===== src/rtl/uart_boot_loader.sv =====
// UART boot loader: announces 0x99, loads a length-prefixed big-endian image into imem, acks 0xAA.
// Define LOADER_CSUM_EN to require a trailing XOR checksum byte after the body.
module uart_boot_loader #(
  parameter int ADDR_W = 14
) (
  input  logic              clk,
  input  logic              rstn,
  input  logic [7:0]        rdata,
  input  logic              rdata_ready,
  input  logic              ferr,
  output logic [7:0]        sdata,
  output logic              tx_start,
  input  logic              tx_busy,
  output logic              imem_we,
  output logic [ADDR_W-1:0] imem_addr,
  output logic [31:0]       imem_wdata,
  output logic              boot_done,
  output logic              err
);

  typedef enum logic [2:0] {
    S_ANN,
    S_HDR,
    S_BODY,
`ifdef LOADER_CSUM_EN
    S_CSUM,
`endif
    S_ACK,
    S_DONE,
    S_ERR
  } state_t;

`ifdef LOADER_CSUM_EN
  localparam state_t S_POST = S_CSUM;
`else
  localparam state_t S_POST = S_ACK;
`endif

  localparam logic [32:0] MAX_WORDS = 33'd1 << ADDR_W;

  state_t          state;
  logic [1:0]      byte_cnt;
  logic [23:0]     shift;
  logic [ADDR_W:0] word_cnt;
  logic [ADDR_W:0] word_idx;
  logic            tx_guard;
  logic            ee_sent;
  logic [31:0]     full;
  logic            can_tx;
`ifdef LOADER_CSUM_EN
  logic [7:0]      csum;
`endif

  assign full = {shift, rdata};
  // tx_busy lags tx_start by a cycle, so block starts while a pulse or its shadow is in flight
  assign can_tx = !tx_busy && !tx_start && !tx_guard;

  always_ff @(posedge clk) begin
    if (!rstn) begin
      state      <= S_ANN;
      byte_cnt   <= 2'd0;
      shift      <= 24'd0;
      word_cnt   <= '0;
      word_idx   <= '0;
      tx_guard   <= 1'b0;
      ee_sent    <= 1'b0;
      sdata      <= 8'd0;
      tx_start   <= 1'b0;
      imem_we    <= 1'b0;
      imem_addr  <= '0;
      imem_wdata <= 32'd0;
      boot_done  <= 1'b0;
      err        <= 1'b0;
`ifdef LOADER_CSUM_EN
      csum       <= 8'd0;
`endif
    end else begin
      tx_start <= 1'b0;
      imem_we  <= 1'b0;
      tx_guard <= tx_start;
      case (state)
        S_ANN: begin
          if (can_tx) begin
            tx_start <= 1'b1;
            sdata    <= 8'h99;
            state    <= S_HDR;
          end
        end
        S_HDR: begin
          if (rdata_ready) begin
            if (ferr) begin
              state <= S_ERR;
              err   <= 1'b1;
            end else begin
              shift    <= full[23:0];
              byte_cnt <= byte_cnt + 2'd1;
              if (byte_cnt == 2'd3) begin
                if (full == 32'd0) begin
                  state <= S_POST;
                end else if ({1'b0, full} > MAX_WORDS) begin
                  state <= S_ERR;
                  err   <= 1'b1;
                end else begin
                  word_cnt <= full[ADDR_W:0];
                  state    <= S_BODY;
                end
              end
            end
          end
        end
        S_BODY: begin
          if (rdata_ready) begin
            if (ferr) begin
              state <= S_ERR;
              err   <= 1'b1;
            end else begin
              shift    <= full[23:0];
              byte_cnt <= byte_cnt + 2'd1;
`ifdef LOADER_CSUM_EN
              csum     <= csum ^ rdata;
`endif
              if (byte_cnt == 2'd3) begin
                imem_we    <= 1'b1;
                imem_addr  <= word_idx[ADDR_W-1:0];
                imem_wdata <= full;
                word_idx   <= word_idx + 1'b1;
                if (word_idx + 1'b1 == word_cnt)
                  state <= S_POST;
              end
            end
          end
        end
`ifdef LOADER_CSUM_EN
        S_CSUM: begin
          if (rdata_ready) begin
            if (ferr || rdata != csum) begin
              state <= S_ERR;
              err   <= 1'b1;
            end else begin
              state <= S_ACK;
            end
          end
        end
`endif
        S_ACK: begin
          if (can_tx) begin
            tx_start <= 1'b1;
            sdata    <= 8'hAA;
            state    <= S_DONE;
          end
        end
        S_DONE: begin
          boot_done <= 1'b1;
        end
        S_ERR: begin
          err <= 1'b1;
          if (!ee_sent && can_tx) begin
            tx_start <= 1'b1;
            sdata    <= 8'hEE;
            ee_sent  <= 1'b1;
          end
        end
        default: begin
          state <= S_ERR;
          err   <= 1'b1;
        end
      endcase
    end
  end

endmodule


===== config.mk =====
export PLATFORM = sky130hd
export DESIGN_NAME = uart_boot_loader
export DESIGN_NICKNAME = d
export VERILOG_FILES = /design/src/rtl/uart_boot_loader.sv
export SDC_FILE = /design/constraint.sdc
export NUM_CORES = 1
export LEC_CHECK = 0
export CORE_MARGIN = 2
export CORE_UTILIZATION = 30
export CTS_CLUSTER_DIAMETER = 30
export DETAILED_ROUTE_END_ITERATION = 10
export GPL_TIMING_DRIVEN = 0
export REMOVE_ABC_BUFFERS = 1
export SYNTH_ARGS = -nofsm -noshare
export SYNTH_HDL_FRONTEND = slang
export SYNTH_SLANG_ARGS = --single-unit

===== constraint.sdc =====
create_clock -name clk -period 3 [get_ports clk]
set_input_delay 0.45 -clock clk [delete_from_list [all_inputs] [get_ports clk]]
set_output_delay 0.45 -clock clk [all_outputs]
set_load 0.05 [all_outputs]

* After elaboration in Yosys (flattened, before gate mapping)
Cells that the tools add are included.
** Cells by class
- Reduce and logical (&&, ||, !) cells :: 22
- Bitwise logic cells :: 8
- $lt $le $gt $ge :: 1
- Eq/ne operators :: 18
- Add/sub/neg operators :: 2
- Muxes and demuxes :: 28
** Operators by type and width (count)
- $mux W3 :: 11
- $gt A32 B15 Y1 const B :: 1
- $logic_not A32 Y1 :: 1
- $mux W8 :: 3
- $pmux W8 S3 :: 1
- $add A15 B1 Y15 const B :: 1
- $eq A15 B15 Y1 :: 1
- $ne A3 B3 Y1 const B :: 5
- $pmux W3 S5 :: 1
- $ne A2 B2 Y1 const B :: 6
- $mux W1 :: 10
- $not A1 Y1 :: 8
- $reduce_and A4 Y1 :: 2
- $reduce_and A8 Y1 :: 1
- $reduce_and A7 Y1 :: 1
- $eq A3 B2 Y1 const B :: 2
- $eq A3 B3 Y1 const B :: 2
- $reduce_and A6 Y1 :: 1
- $reduce_or A2 Y1 :: 3
- $logic_not A1 Y1 :: 4
- $reduce_or A4 Y1 :: 1
- $eq A3 B1 Y1 const B :: 1
- $logic_and A1 B1 Y1 :: 3
- $logic_not A3 Y1 :: 1
- other kinds (8) :: 8
** Word-level totals
- Output and inout bits :: 58
- Flip-flop bits (word level) :: 119
- Logic and storage cells :: 93

* Longest topological paths before layout
Gate-level depths: netlist (run 1).
- Word-level depth :: 7
- Depth in mapped cells :: 8
- Mapped depth without buffers :: 8

* Worst setup path after synthesis (run 1)
No wires, ideal clock.
- Path kind :: register to register
- Start point :: register tx_start
- End point :: register state[2]
- Library setup time :: 117 ps
- Setup slack :: 737 ps
- Arrival :: 2146 ps
- Stages on the path, launching flop included :: 8
- Required time :: 2883 ps
- Period minus slack after synthesis :: 2263 ps
- Path through :: dfxtp_1 > nor3_1 > a2111oi_0 > a211o_1 > a211oi_1 > and4b_1 > or2_1 > a22o_1
** On the way
- Longest elaborated chain between the ends :: 5
- Elaborated cells between the ends (all ways) :: 6
** RTL lines
- from (decl) :: RTL line 12 : output logic tx_start,
- from (signal assigned) :: RTL line 68 : tx_start <= 1'b0;
- from (signal assigned) :: RTL line 78 : tx_start <= 1'b0;
- from (signal assigned) :: RTL line 84 : tx_start <= 1'b1;
- $logic_not A1 Y1 (*) :: RTL line 56 : assign can_tx = !tx_busy && !tx_start && !tx_guard;
- $logic_and A1 B1 Y1 (*) (2 in series) :: RTL line 56
- $ne A2 B2 Y1 (no source line)
- $reduce_and A8 Y1 (no source line) (*)
- to (signal assigned) :: RTL line 60 : state <= S_ANN;
- to (signal assigned) :: RTL line 86 : state <= S_HDR;
- to (signal assigned) :: RTL line 92 : state <= S_ERR;
- to (decl) :: RTL line 41 : state_t state;
Mark *: on every way between the ends. The rest lies on a longest branch, timed or not.
A chain may end at the register's enable or synchronous reset.

* Worst setup path after layout (run 1)
- Start point :: register state[0]
- End point :: register byte_cnt[0]
** On the way
- Longest elaborated chain between the ends :: 3
- Elaborated cells between the ends (all ways) :: 4
** RTL lines
- $eq A3 B2 Y1 or $eq A3 B1 Y1 (tied branches) :: RTL line 81 : case (state)
- $reduce_or A2 Y1 (no source line) (*)
- $reduce_and A3 Y1 (no source line) (*)
- to (signal assigned) :: RTL line 96 : byte_cnt <= byte_cnt + 2'd1;
- to (signal assigned) :: RTL line 118 : byte_cnt <= byte_cnt + 2'd1;
- to (decl) :: RTL line 42 : logic [1:0] byte_cnt;
Marked as above.

==> out/results.tsv, run 1 <==
stage	metric	value	unit
sta	worstMarginPinSlew	1.048	ns
sta	timing.final.crit_period	2.726	ns
drt	antenna_left	0	
drt	routedWlPerCell	13.64	um
clock_tree	post_cts_resize_count	0	
worst_hold_path	min_to	boot_done$_SDFFE_PN0P_	
place	dpl.hpwl	8103	um
clock_tree	later_pin_clock_latency_in_the_skew_report	0.42	ns
finish	antenna_diode_count	0	
finish	layout-drive-gt1-share	0.06949	
drt	route.vias.total	4132	
global_route	grt_antenna_before_repair	0	
outcome	outcome	finished clean	
clock_tree	cts_inserted_buffers	17	
synth	ys_top_cells_by_area	sky130_fd_sc_hd__dfxtp_1, sky130_fd_sc_hd__nand2_1, sky130_fd_sc_hd__a21boi_0	
finish	layout.core_utilization	0.3988	
floorplan	start_util	0.3076	
sta	post-route-period-util	0.9085	
drt	drt_first_iter_violations	248	
clock_tree	clockRootBuffer	sky130_fd_sc_hd__clkbuf_16	
sta	worst_hold_slack	0.4589	ns
critical_path	regToRegStartpoint	state[0]$_SDFFE_PN0P_	
synth	syn_inst	599	
clock_tree	cts.repair_timing.setup_buffer_count	0	
finish	final_net_count	664	
worst_hold_path	worstHoldStart	boot_done$_SDFFE_PN0P_	
sta	timing.fmax	366.9	MHz
finish	design_area	6614	um2
floorplan	design.core.area	16580	um2
synth	ys_async_sr_fraction	0	
sta	timing.final.max_slew_violations	0	
critical_path	standard_cell_with_the_maximum_stage_delay_on_the_critical_path	sky130_fd_sc_hd__nand3_1	
synth	ys_warn_count	0	
clock_tree	ctsHtreeMaxLevel	4	
drt	finalWirelength	12030	um
floorplan	die_area	18060	um2
critical_path	timing.critical_path.from_type	flip-flop	
synth	ys_seq_area_frac	0.4513	
place	port_buffers	70	
synth	synthDominantCellAreaShare	0.4513	
drt	met3WireLength	503	um
power_and_ir_drop	worst_ir_drop_vdd	0.0003409	V
sta	maxSlewHeadroom	0.2993	
drt	dr.max_layer_used	met4	
place	gp_congestion	0.8007	
synth	synth_enable_flop_cells	0	
finish	layout-area-overhead-vs-synth	29.65	%
worst_hold_path	timing.hold.worst_path_depth	1	
synth	yosys.cell_types.count	47	
synth	top_cell_type_by_total_area_after_synthesis	sky130_fd_sc_hd__dfxtp_1	
drt	detailroute.wirelength.met2	5762	um
drt	drtPass1Iterations	4	
clock_tree	cts.path.max_buffers	2	
power_and_ir_drop	pwr_density_cell	616.9	nW/um2
synth	synth.avg_cell_area	8.516	um2
power_and_ir_drop	leak_pwr	2.372	nW
job	drv_cap	0	
sta	timing_hold_violations_final	0	
critical_path	rr_endpoint	byte_cnt[0]$_SDFFE_PN0P_	
clock_tree	clkSinkCount	115	
clock_tree	clk_transition_reported_paths	0.05	ns
critical_path	setup.reg_to_reg.worst_slack	0.27	ns
global_route	global_route.usage.total	0.1400	
power_and_ir_drop	total_power_draw	4.080	mW
clock_tree	cts-hold-fix-buffers	0	
drt	vias_per_cell	4.685	
global_route	globalRoute.totalOverflow	0	
sta	setup_tns	0	ns
synth	synth_area	5101	um2
synth	ys_dominant_reg_cell	sky130_fd_sc_hd__dfxtp_1	
drt	post-route-drc-count	0	
worst_hold_path	holdCritPathClass	flip-flop to flip-flop	
critical_path	timing.critical_path.slowest_cell_delay	0.73	ns
critical_path	cp_top_family	simple AND/OR/NAND/NOR gates	
critical_path	crit_type	flip-flop to flip-flop	
floorplan	chipHeight	134.4	um
sta	finalClockSkew	0.009762	ns
critical_path	timing.critical_path.required	3.31	ns
global_route	largest_net_degree_at_the_start_of_global_routing	117	
critical_path	timing.critical_path.cells	nor2b_1 -> or2_2 -> nand3_1 -> xnor2_1 -> and2_1	
drt	m1WireLength	5548	um
critical_path	critPathMaxFanout	26	
place	placed_cell_area	5954	um2
floorplan	die_width	134.4	um
critical_path	worst-path-buf-inv	0	
critical_path	worstRegToRegCells	5	
floorplan	pin_count	71	
floorplan	rows	47	
synth	synth-seq-cells	115	
critical_path	worst_setup_path_end_kind	flip-flop	
global_route	grt_pass1_vias	4027	
sta	rsz_0062_raised_after_global_routing	no	
clock_tree	tritoncts	yes	
critical_path	worst-endpoint-arrival	3.04	ns
sta	setup_viol	0	
global_route	grt_pass1_wl	20130	um
[Yosys cell counts (all sizes together) (2+ instances only)]
cell and instances:
and2 18, nor2b 22, o21a 9, o31ai 2
a21boi 74, or4 3, xnor2 19, a21oi 9
dfxtp 115, nand2 159, o21ai 7, nor3 7
or3 3, nor4 10, and4b 2, a211oi 3
nand4 10, nand3 8, inv 6, xor2 12
and3 2, clkbuf 29, a31oi 2, nand3b 2
ha 2, or2 5, buf 15, mux2i 16
o211ai 4, nor2 14
[flip-flops by register name (all words and copies together) (netlist names), 2 cells and up]
signal / count
state: 3
shift: 24
byte_cnt: 2
sdata: 4
imem_wdata: 32
imem_addr: 14
word_cnt: 15
word_idx: 15
[per-stage QoR]
step	instances	worst slack, ns
finish	882	0.2744
global route	882	0.04011
CTS	881	0.1616
detailed placement	849	-0.03635
global placement	845	-1.559
floorplan	555	0.04390
[cell type report]
class                      count  area, um2
sequential                   115       2302
multi-input combinational    434       2587
clock inverter                10      177.7
clock buffer                  22      474.2
fill                        1682       9970
timing repair buffer          75      774.5
tap                          220      275.3
inverter                       6      22.52
[layer usage]
| metal | vias up | GRT usage |
|---|---|---|
| li1 | 2109 | - |
| met1 | 1920 | 0.1740 |
| met2 | 87 | 0.2285 |
| met3 | 16 | 0.03855 |
| met4 | 0 | 0.05848 |
| met5 | - | 0 |
[where the power goes]
| part | internal [mW] | switching [mW] | leakage (nW) |
|---|---|---|---|
| logic | 0.105 | 0.159 | 1.13 |
| registers | 1.55 | 0.0341 | 0.927 |
| clock network | 1.53 | 0.699 | 0.320 |
[worst max-delay path by stage]
stage	startpoint	endpoint	slack, ns	cells past startpoint
after floorplan	state[1]$_SDFFE_PN0P_	word_idx[14]$_SDFFE_PN0P_	0.04	7
after global placement	ferr	word_idx[14]$_SDFFE_PN0P_	-1.56	7
after detailed placement	ferr	word_idx[14]$_SDFFE_PN0P_	-0.04	9
after CTS	state[1]$_SDFFE_PN0P_	word_idx[14]$_SDFFE_PN0P_	0.16	9
after global routing	state[0]$_SDFFE_PN0P_	byte_cnt[0]$_SDFFE_PN0P_	0.04	5
final	state[0]$_SDFFE_PN0P_	byte_cnt[0]$_SDFFE_PN0P_	0.27	5
[placed cells by master (no fill, tap or decap), types with 7 or more instances in the layout]
cell	instances
sky130_fd_sc_hd__a21boi_0	73
sky130_fd_sc_hd__a21oi_1	9
sky130_fd_sc_hd__and2_1	18
sky130_fd_sc_hd__clkbuf_16	17
sky130_fd_sc_hd__clkdlybuf4s50_1	69
sky130_fd_sc_hd__dfxtp_1	115
sky130_fd_sc_hd__mux2i_1	16
sky130_fd_sc_hd__nand2_1	159
sky130_fd_sc_hd__nand3_1	7
sky130_fd_sc_hd__nand4_1	7
sky130_fd_sc_hd__nor2_1	14
sky130_fd_sc_hd__nor2b_1	22
sky130_fd_sc_hd__nor3_1	7
sky130_fd_sc_hd__nor4_1	10
sky130_fd_sc_hd__o21a_1	9
sky130_fd_sc_hd__o21ai_0	7
sky130_fd_sc_hd__xnor2_1	19
sky130_fd_sc_hd__xor2_1	12
[kinds of logic after synthesis]
kind of cell / Yosys count / synth area share
AND/OR/NAND/NOR: 267 / 0.2499
AO/OA/AOI/OAI: 118 / 0.1675
flip-flops: 115 / 0.4513
buffers and inverters: 50 / 0.04170
XOR/XNOR: 31 / 0.05323
multiplexers: 16 / 0.03139
adder cells (fa/ha/maj): 2 / 0.004905
Power figures use the tool's default switching activity.
==> inputs of run 2 (changes only) <==
- CTS_BUF_LIST: unset -> sky130_fd_sc_hd__clkbuf_8
==> run 2 against run 1 <==
  * First-iteration DRC count decreased by 5.2%
  * Non-clock buffer count unchanged
  * Final area decreased by 2.9%
  * Global-route usage decreased by 0.080 points
  * Count of clock-buffer cells in the layout decreased by 2
  * Via count decreased by 0.19%
  * Total power decreased by 14%
  * Core utilization decreased by 1.2 points
  * Register-to-register slack improved by 0.06 ns
  * Fmax increased by 2.1%
  * Largest cell class unchanged
==> out/results.tsv, run 2 (synthesis results as in run 1) <==
stage	metric	value	unit
outcome	outcome	finished clean	
global_route	global_route.usage.total	0.1392	
global_route	grt_antenna_before_repair	0	
drt	route.vias.total	4124	
sta	maxSlewHeadroom	0.3196	
floorplan	pin_count	71	
finish	layout-drive-gt1-share	0.06949	
place	port_buffers	70	
sta	finalClockSkew	0.01177	ns
power_and_ir_drop	worst_ir_drop_vdd	0.0002156	V
sta	post-route-period-util	0.8897	
critical_path	timing.critical_path.cells	nor2b_1 -> or2_2 -> nand3_1 -> xnor2_1 -> and2_1	
critical_path	worst-path-buf-inv	0	
drt	post-route-drc-count	0	
critical_path	worst-endpoint-arrival	3.00	ns
floorplan	die_area	18060	um2
drt	vias_per_cell	4.676	
critical_path	critPathMaxFanout	26	
clock_tree	tritoncts	yes	
clock_tree	cts_inserted_buffers	17	
drt	drt_first_iter_violations	235	
clock_tree	cts-hold-fix-buffers	0	
drt	drtPass1Iterations	4	
critical_path	timing.critical_path.required	3.33	ns
sta	fin_ws	0.3308	ns
finish	final_net_count	664	
sta	worstMarginPinSlew	1.018	ns
floorplan	start_util	0.3076	
floorplan	chipHeight	134.4	um
place	minimum_setup_slack_after_placement	-0.03635	ns
sta	timing.final.crit_period	2.669	ns
clock_tree	cts.path.max_buffers	2	
power_and_ir_drop	pwr_density_cell	547.5	nW/um2
floorplan	rows	47	
floorplan	design.core.area	16580	um2
sta	timing.fmax	374.6	MHz
place	dpl.hpwl	8103	um
finish	leading_cell_types_in_the_layout_fill_and_taps_excluded	sky130_fd_sc_hd__nand2_1, sky130_fd_sc_hd__dfxtp_1, sky130_fd_sc_hd__a21boi_0	
sta	rsz_0062_raised_after_global_routing	no	
global_route	globalRoute.totalOverflow	0	
global_route	largest_net_degree_at_the_start_of_global_routing	117	
place	gp_congestion	0.8007	
critical_path	standard_cell_with_the_maximum_stage_delay_on_the_critical_path	sky130_fd_sc_hd__nand3_1	
drt	finalWirelength	11960	um
sta	timing_hold_violations_final	0	
finish	layout-area-overhead-vs-synth	25.90	%
global_route	grt_pass1_vias	3995	
critical_path	worst_setup_path_end_kind	flip-flop	
global_route	grt_pass1_wl	20020	um
power_and_ir_drop	leak_pwr	2.293	nW
finish	registers.top_by_ff_count	imem_wdata	
drt	routedWlPerCell	13.56	um
floorplan	die_width	134.4	um
critical_path	crit_type	flip-flop to flip-flop	
clock_tree	clkSinkCount	115	
drt	antenna_left	0	
clock_tree	post_cts_resize_count	0	
worst_hold_path	holdCritPathClass	flip-flop to flip-flop	
job	drv_cap	0	
finish	largest_register_ffs	32	
clock_tree	clockRootBuffer	sky130_fd_sc_hd__clkbuf_8	
sta	timing.final.max_slew_violations	0	
finish	biggestRegsByFlops	imem_wdata (32), shift (24)	
critical_path	timing.critical_path.slowest_cell_delay	0.71	ns
clock_tree	clk_transition_reported_paths	0.07	ns
critical_path	timing.critical_path.from_type	flip-flop	
finish	final_common_cell	sky130_fd_sc_hd__nand2_1	
clock_tree	ctsHtreeMaxLevel	4	
sta	setup_viol	0	
finish	antenna_diode_count	0	
critical_path	cp_top_family	simple AND/OR/NAND/NOR gates	
power_and_ir_drop	total_power_draw	3.516	mW
clock_tree	later_pin_clock_latency_in_the_skew_report	0.44	ns
run 2: changes by cell type in the layout (fill, tap and decap cells not counted):
cell / delta
sky130_fd_sc_hd__inv_1: +2
sky130_fd_sc_hd__clkbuf_16: -17
sky130_fd_sc_hd__clkbuf_1: -2
sky130_fd_sc_hd__clkbuf_8: +17
run 2: per-layer routing:
metal / track usage / share of wire / up-vias
li1: - / - / 2106
met1: 0.1736 / 0.46 / 1916
met2: 0.2253 / 0.49 / 85
met3: 0.04460 / 0.038 / 17
met4: 0.05088 / 0.013 / 0
met5: 0 / 0 / -
run 2: through the flow:
step                  util  instances  hold slack [ns]  setup TNS [ns]  area (um2)
floorplan                -        555           0.4472               0        4911
global placement    0.3550        845           0.4520          -82.75        5887
detailed placement  0.3591        849           0.4533        -0.03635        5954
CTS                 0.3868        881           0.4693               0        6415
global route        0.3873        882           0.4902               0        6422
finish              0.3873        882           0.4621               0        6422
run 2: power breakdown:
| part | internal, mW | switching (mW) | total, mW |
|---|---|---|---|
| registers | 1.55 | 0.0337 | 1.58 |
| logic | 0.105 | 0.158 | 0.263 |
| clock network | 1.04 | 0.628 | 1.67 |
| total | 2.70 | 0.819 | 3.52 |
run 2: path summary, 6_finish.rpt:
path,start,to,slack [ns],depth (start not counted)
max,state[0]$_SDFFE_PN0P_,byte_cnt[0]$_SDFFE_PN0P_,0.33,5
max reg2reg,state[0]$_SDFFE_PN0P_,byte_cnt[0]$_SDFFE_PN0P_,0.33,5
min reg2reg,boot_done$_SDFFE_PN0P_,boot_done$_SDFFE_PN0P_,0.46,1
min,boot_done$_SDFFE_PN0P_,boot_done$_SDFFE_PN0P_,0.46,1
run 2: area by class of cell:
| cell class | count | area [um2] |
|---|---|---|
| fill | 1705 | 10160 |
| multi-input combinational | 434 | 2587 |
| sequential | 115 | 2302 |
| timing repair buffer | 75 | 774.5 |
| clock buffer | 20 | 275.3 |
| tap | 220 | 275.3 |
| clock inverter | 12 | 185.2 |
| inverter | 6 | 22.52 |
run 2: what timing repair did:
item / in CTS / in global routing
setup buffers: 0 / 1
endpoints found under the setup margin: 0 / 2
endpoints found under the hold margin: 0 / 0
==> inputs of run 3 (changes only) <==
- clock period: 3 -> 3.4 ns (I/O delays scaled with it)
==> run 3 against run 2 <==
  * Setup slack gained 0.22 ns
  * Sequential share of layout area is essentially flat
  * Via count about the same
  * Sequential power fell by 11%
  * Fmax decreased by 6.2%
  * Clock skew barely moved
  * Hold slack barely moved
  * Critical path depth increased by 4
  * Non-clock buffer count shrank 1
  * Count of clock-buffer cells in the layout unchanged
  * Largest cell class unchanged
  * Highest routed layer unchanged
==> out/results.tsv, run 3 (synthesis results as in run 1) <==
stage	metric	value	unit
critical_path	worst_setup_path_end_kind	flip-flop	
drt	finalWirelength	11910	um
drt	drtPass1Iterations	5	
floorplan	chipHeight	134.4	um
finish	largest_register_ffs	32	
finish	layout.core_utilization	0.3868	
finish	registers.top_by_ff_count	imem_wdata	
drt	route.vias.total	4125	
worst_hold_path	holdCritPathClass	flip-flop to flip-flop	
drt	antenna_left	0	
clock_tree	clk_transition_reported_paths	0.07	ns
clock_tree	clockRootBuffer	sky130_fd_sc_hd__clkbuf_8	
critical_path	crit_type	flip-flop to flip-flop	
global_route	grt_pass1_vias	3995	
sta	worstMarginPinSlew	1.037	ns
power_and_ir_drop	pwr_density_cell	484.0	nW/um2
place	gp_congestion	0.8007	
finish	post_layout_nonfiller_instances	881	
finish	biggestRegsByFlops	imem_wdata (32), shift (24)	
clock_tree	cts.path.max_buffers	2	
sta	timing.final.max_slew_violations	0	
critical_path	timing.critical_path.from_type	flip-flop	
clock_tree	cts-hold-fix-buffers	0	
clock_tree	clkSinkCount	115	
global_route	largest_net_degree_at_the_start_of_global_routing	117	
clock_tree	ctsHtreeMaxLevel	4	
power_and_ir_drop	worst_ir_drop_vdd	0.0001901	V
finish	layout-drive-gt1-share	0.06808	
sta	timing.final.crit_period	2.847	ns
outcome	outcome	finished clean	
critical_path	worst-endpoint-arrival	3.19	ns
sta	timing_hold_violations_final	0	
sta	timing.fmax	351.2	MHz
finish	layout-area-overhead-vs-synth	25.75	%
clock_tree	post_cts_resize_count	0	
clock_tree	later_pin_clock_latency_in_the_skew_report	0.45	ns
floorplan	design.core.area	16580	um2
floorplan	start_util	0.3076	
finish	leading_cell_types_in_the_layout_fill_and_taps_excluded	sky130_fd_sc_hd__nand2_1, sky130_fd_sc_hd__dfxtp_1, sky130_fd_sc_hd__a21boi_0	
global_route	grt_antenna_before_repair	0	
sta	maxSlewHeadroom	0.3068	
drt	post-route-drc-count	0	
critical_path	timing.critical_path.required	3.74	ns
floorplan	die_width	134.4	um
global_route	globalRoute.totalOverflow	0	
drt	vias_per_cell	4.682	
sta	setup_viol	0	
global_route	grt_pass1_wl	20020	um
finish	antenna_diode_count	0	
global_route	global_route.usage.total	0.1392	
place	port_buffers	70	
clock_tree	tritoncts	yes	
clock_tree	cts_inserted_buffers	17	
floorplan	rows	47	
floorplan	die_area	18060	um2
sta	rsz_0062_raised_after_global_routing	no	
sta	post-route-period-util	0.8374	
finish	final_net_count	663	
finish	multiInputGateArea	2587	um2
critical_path	critPathMaxFanout	17	
finish	seqCellArea	2302	um2
finish	fillers	1705	
place	post-place-cells	849	
job	drv_cap	0	
sta	finalClockSkew	0.01181	ns
place	dpl.hpwl	8103	um
floorplan	pin_count	71	
drt	routedWlPerCell	13.52	um
power_and_ir_drop	leak_pwr	2.289	nW
clock_tree	cts.repair_timing.setup_buffer_count	0	
drt	drt_first_iter_violations	242	
finish	final_common_cell	sky130_fd_sc_hd__nand2_1	
[run 3: cell types whose count changed in the layout (fill, tap and decap cells not counted)]
cell | before | now
sky130_fd_sc_hd__buf_4 | 2 | 1
[run 3: metal layers]
layer | global-route usage | routed length (um)
met1 | 0.1736 | 5499
met2 | 0.2253 | 5724
met3 | 0.04460 | 482
met4 | 0.05088 | 200
met5 | 0 | 0
[run 3: report_power, final]
part           total [mW]  internal [mW]  switching (mW)
Combinational       0.232         0.0927           0.139
Sequential           1.40           1.37          0.0299
Clock                1.48          0.920           0.556
Total                3.11           2.38           0.725
[run 3: path summary, 6_finish.rpt]
path | startpoint | endpoint | slack, ns | depth (start not counted)
worst max-delay path | state[1]$_SDFFE_PN0P_ | word_idx[14]$_SDFFE_PN0P_ | 0.55 | 9
worst min-delay path | imem_addr[3]$_SDFFE_PN0P_ | imem_addr[3]$_SDFFE_PN0P_ | 0.46 | 2
worst max register to register | state[1]$_SDFFE_PN0P_ | word_idx[14]$_SDFFE_PN0P_ | 0.55 | 9
worst min register to register | imem_addr[3]$_SDFFE_PN0P_ | imem_addr[3]$_SDFFE_PN0P_ | 0.46 | 2
[run 3: layout make-up]
cell class / count / share of cell area
Clock buffer: 20 / 0.04291
Timing Repair Buffer: 74 / 0.1196
Clock inverter: 12 / 0.02887
Tap cell: 220 / 0.04291
Multi-Input combinational cell: 434 / 0.4034
Sequential cell: 115 / 0.3589
Inverter: 6 / 0.003511
[run 3: per-stage QoR]
step	setup WS, ns	total power, mW	hold WS, ns	area, um2	setup TNS, ns
floorplan	0.4439	1.564	0.4472	4911	0
global placement	-1.219	1.660	0.4520	5887	-43.65
detailed placement	0.3037	1.659	0.4533	5954	0
CTS	0.5554	3.148	0.4693	6415	0
global route	0.3471	3.240	0.4902	6415	0
finish	0.5530	3.105	0.4620	6415	0
[run 3: critical path, cell delays in order (launching register included)]
cell and delay (ns):
sky130_fd_sc_hd__dfxtp_1 0.41, sky130_fd_sc_hd__inv_1 0.16, sky130_fd_sc_hd__nor2_1 0.35, sky130_fd_sc_hd__nand4_1 0.59
sky130_fd_sc_hd__buf_6 0.37, sky130_fd_sc_hd__buf_8 0.16, sky130_fd_sc_hd__nor3_1 0.25, sky130_fd_sc_hd__nand3_1 0.16
sky130_fd_sc_hd__xnor2_1 0.14, sky130_fd_sc_hd__and2_1 0.15
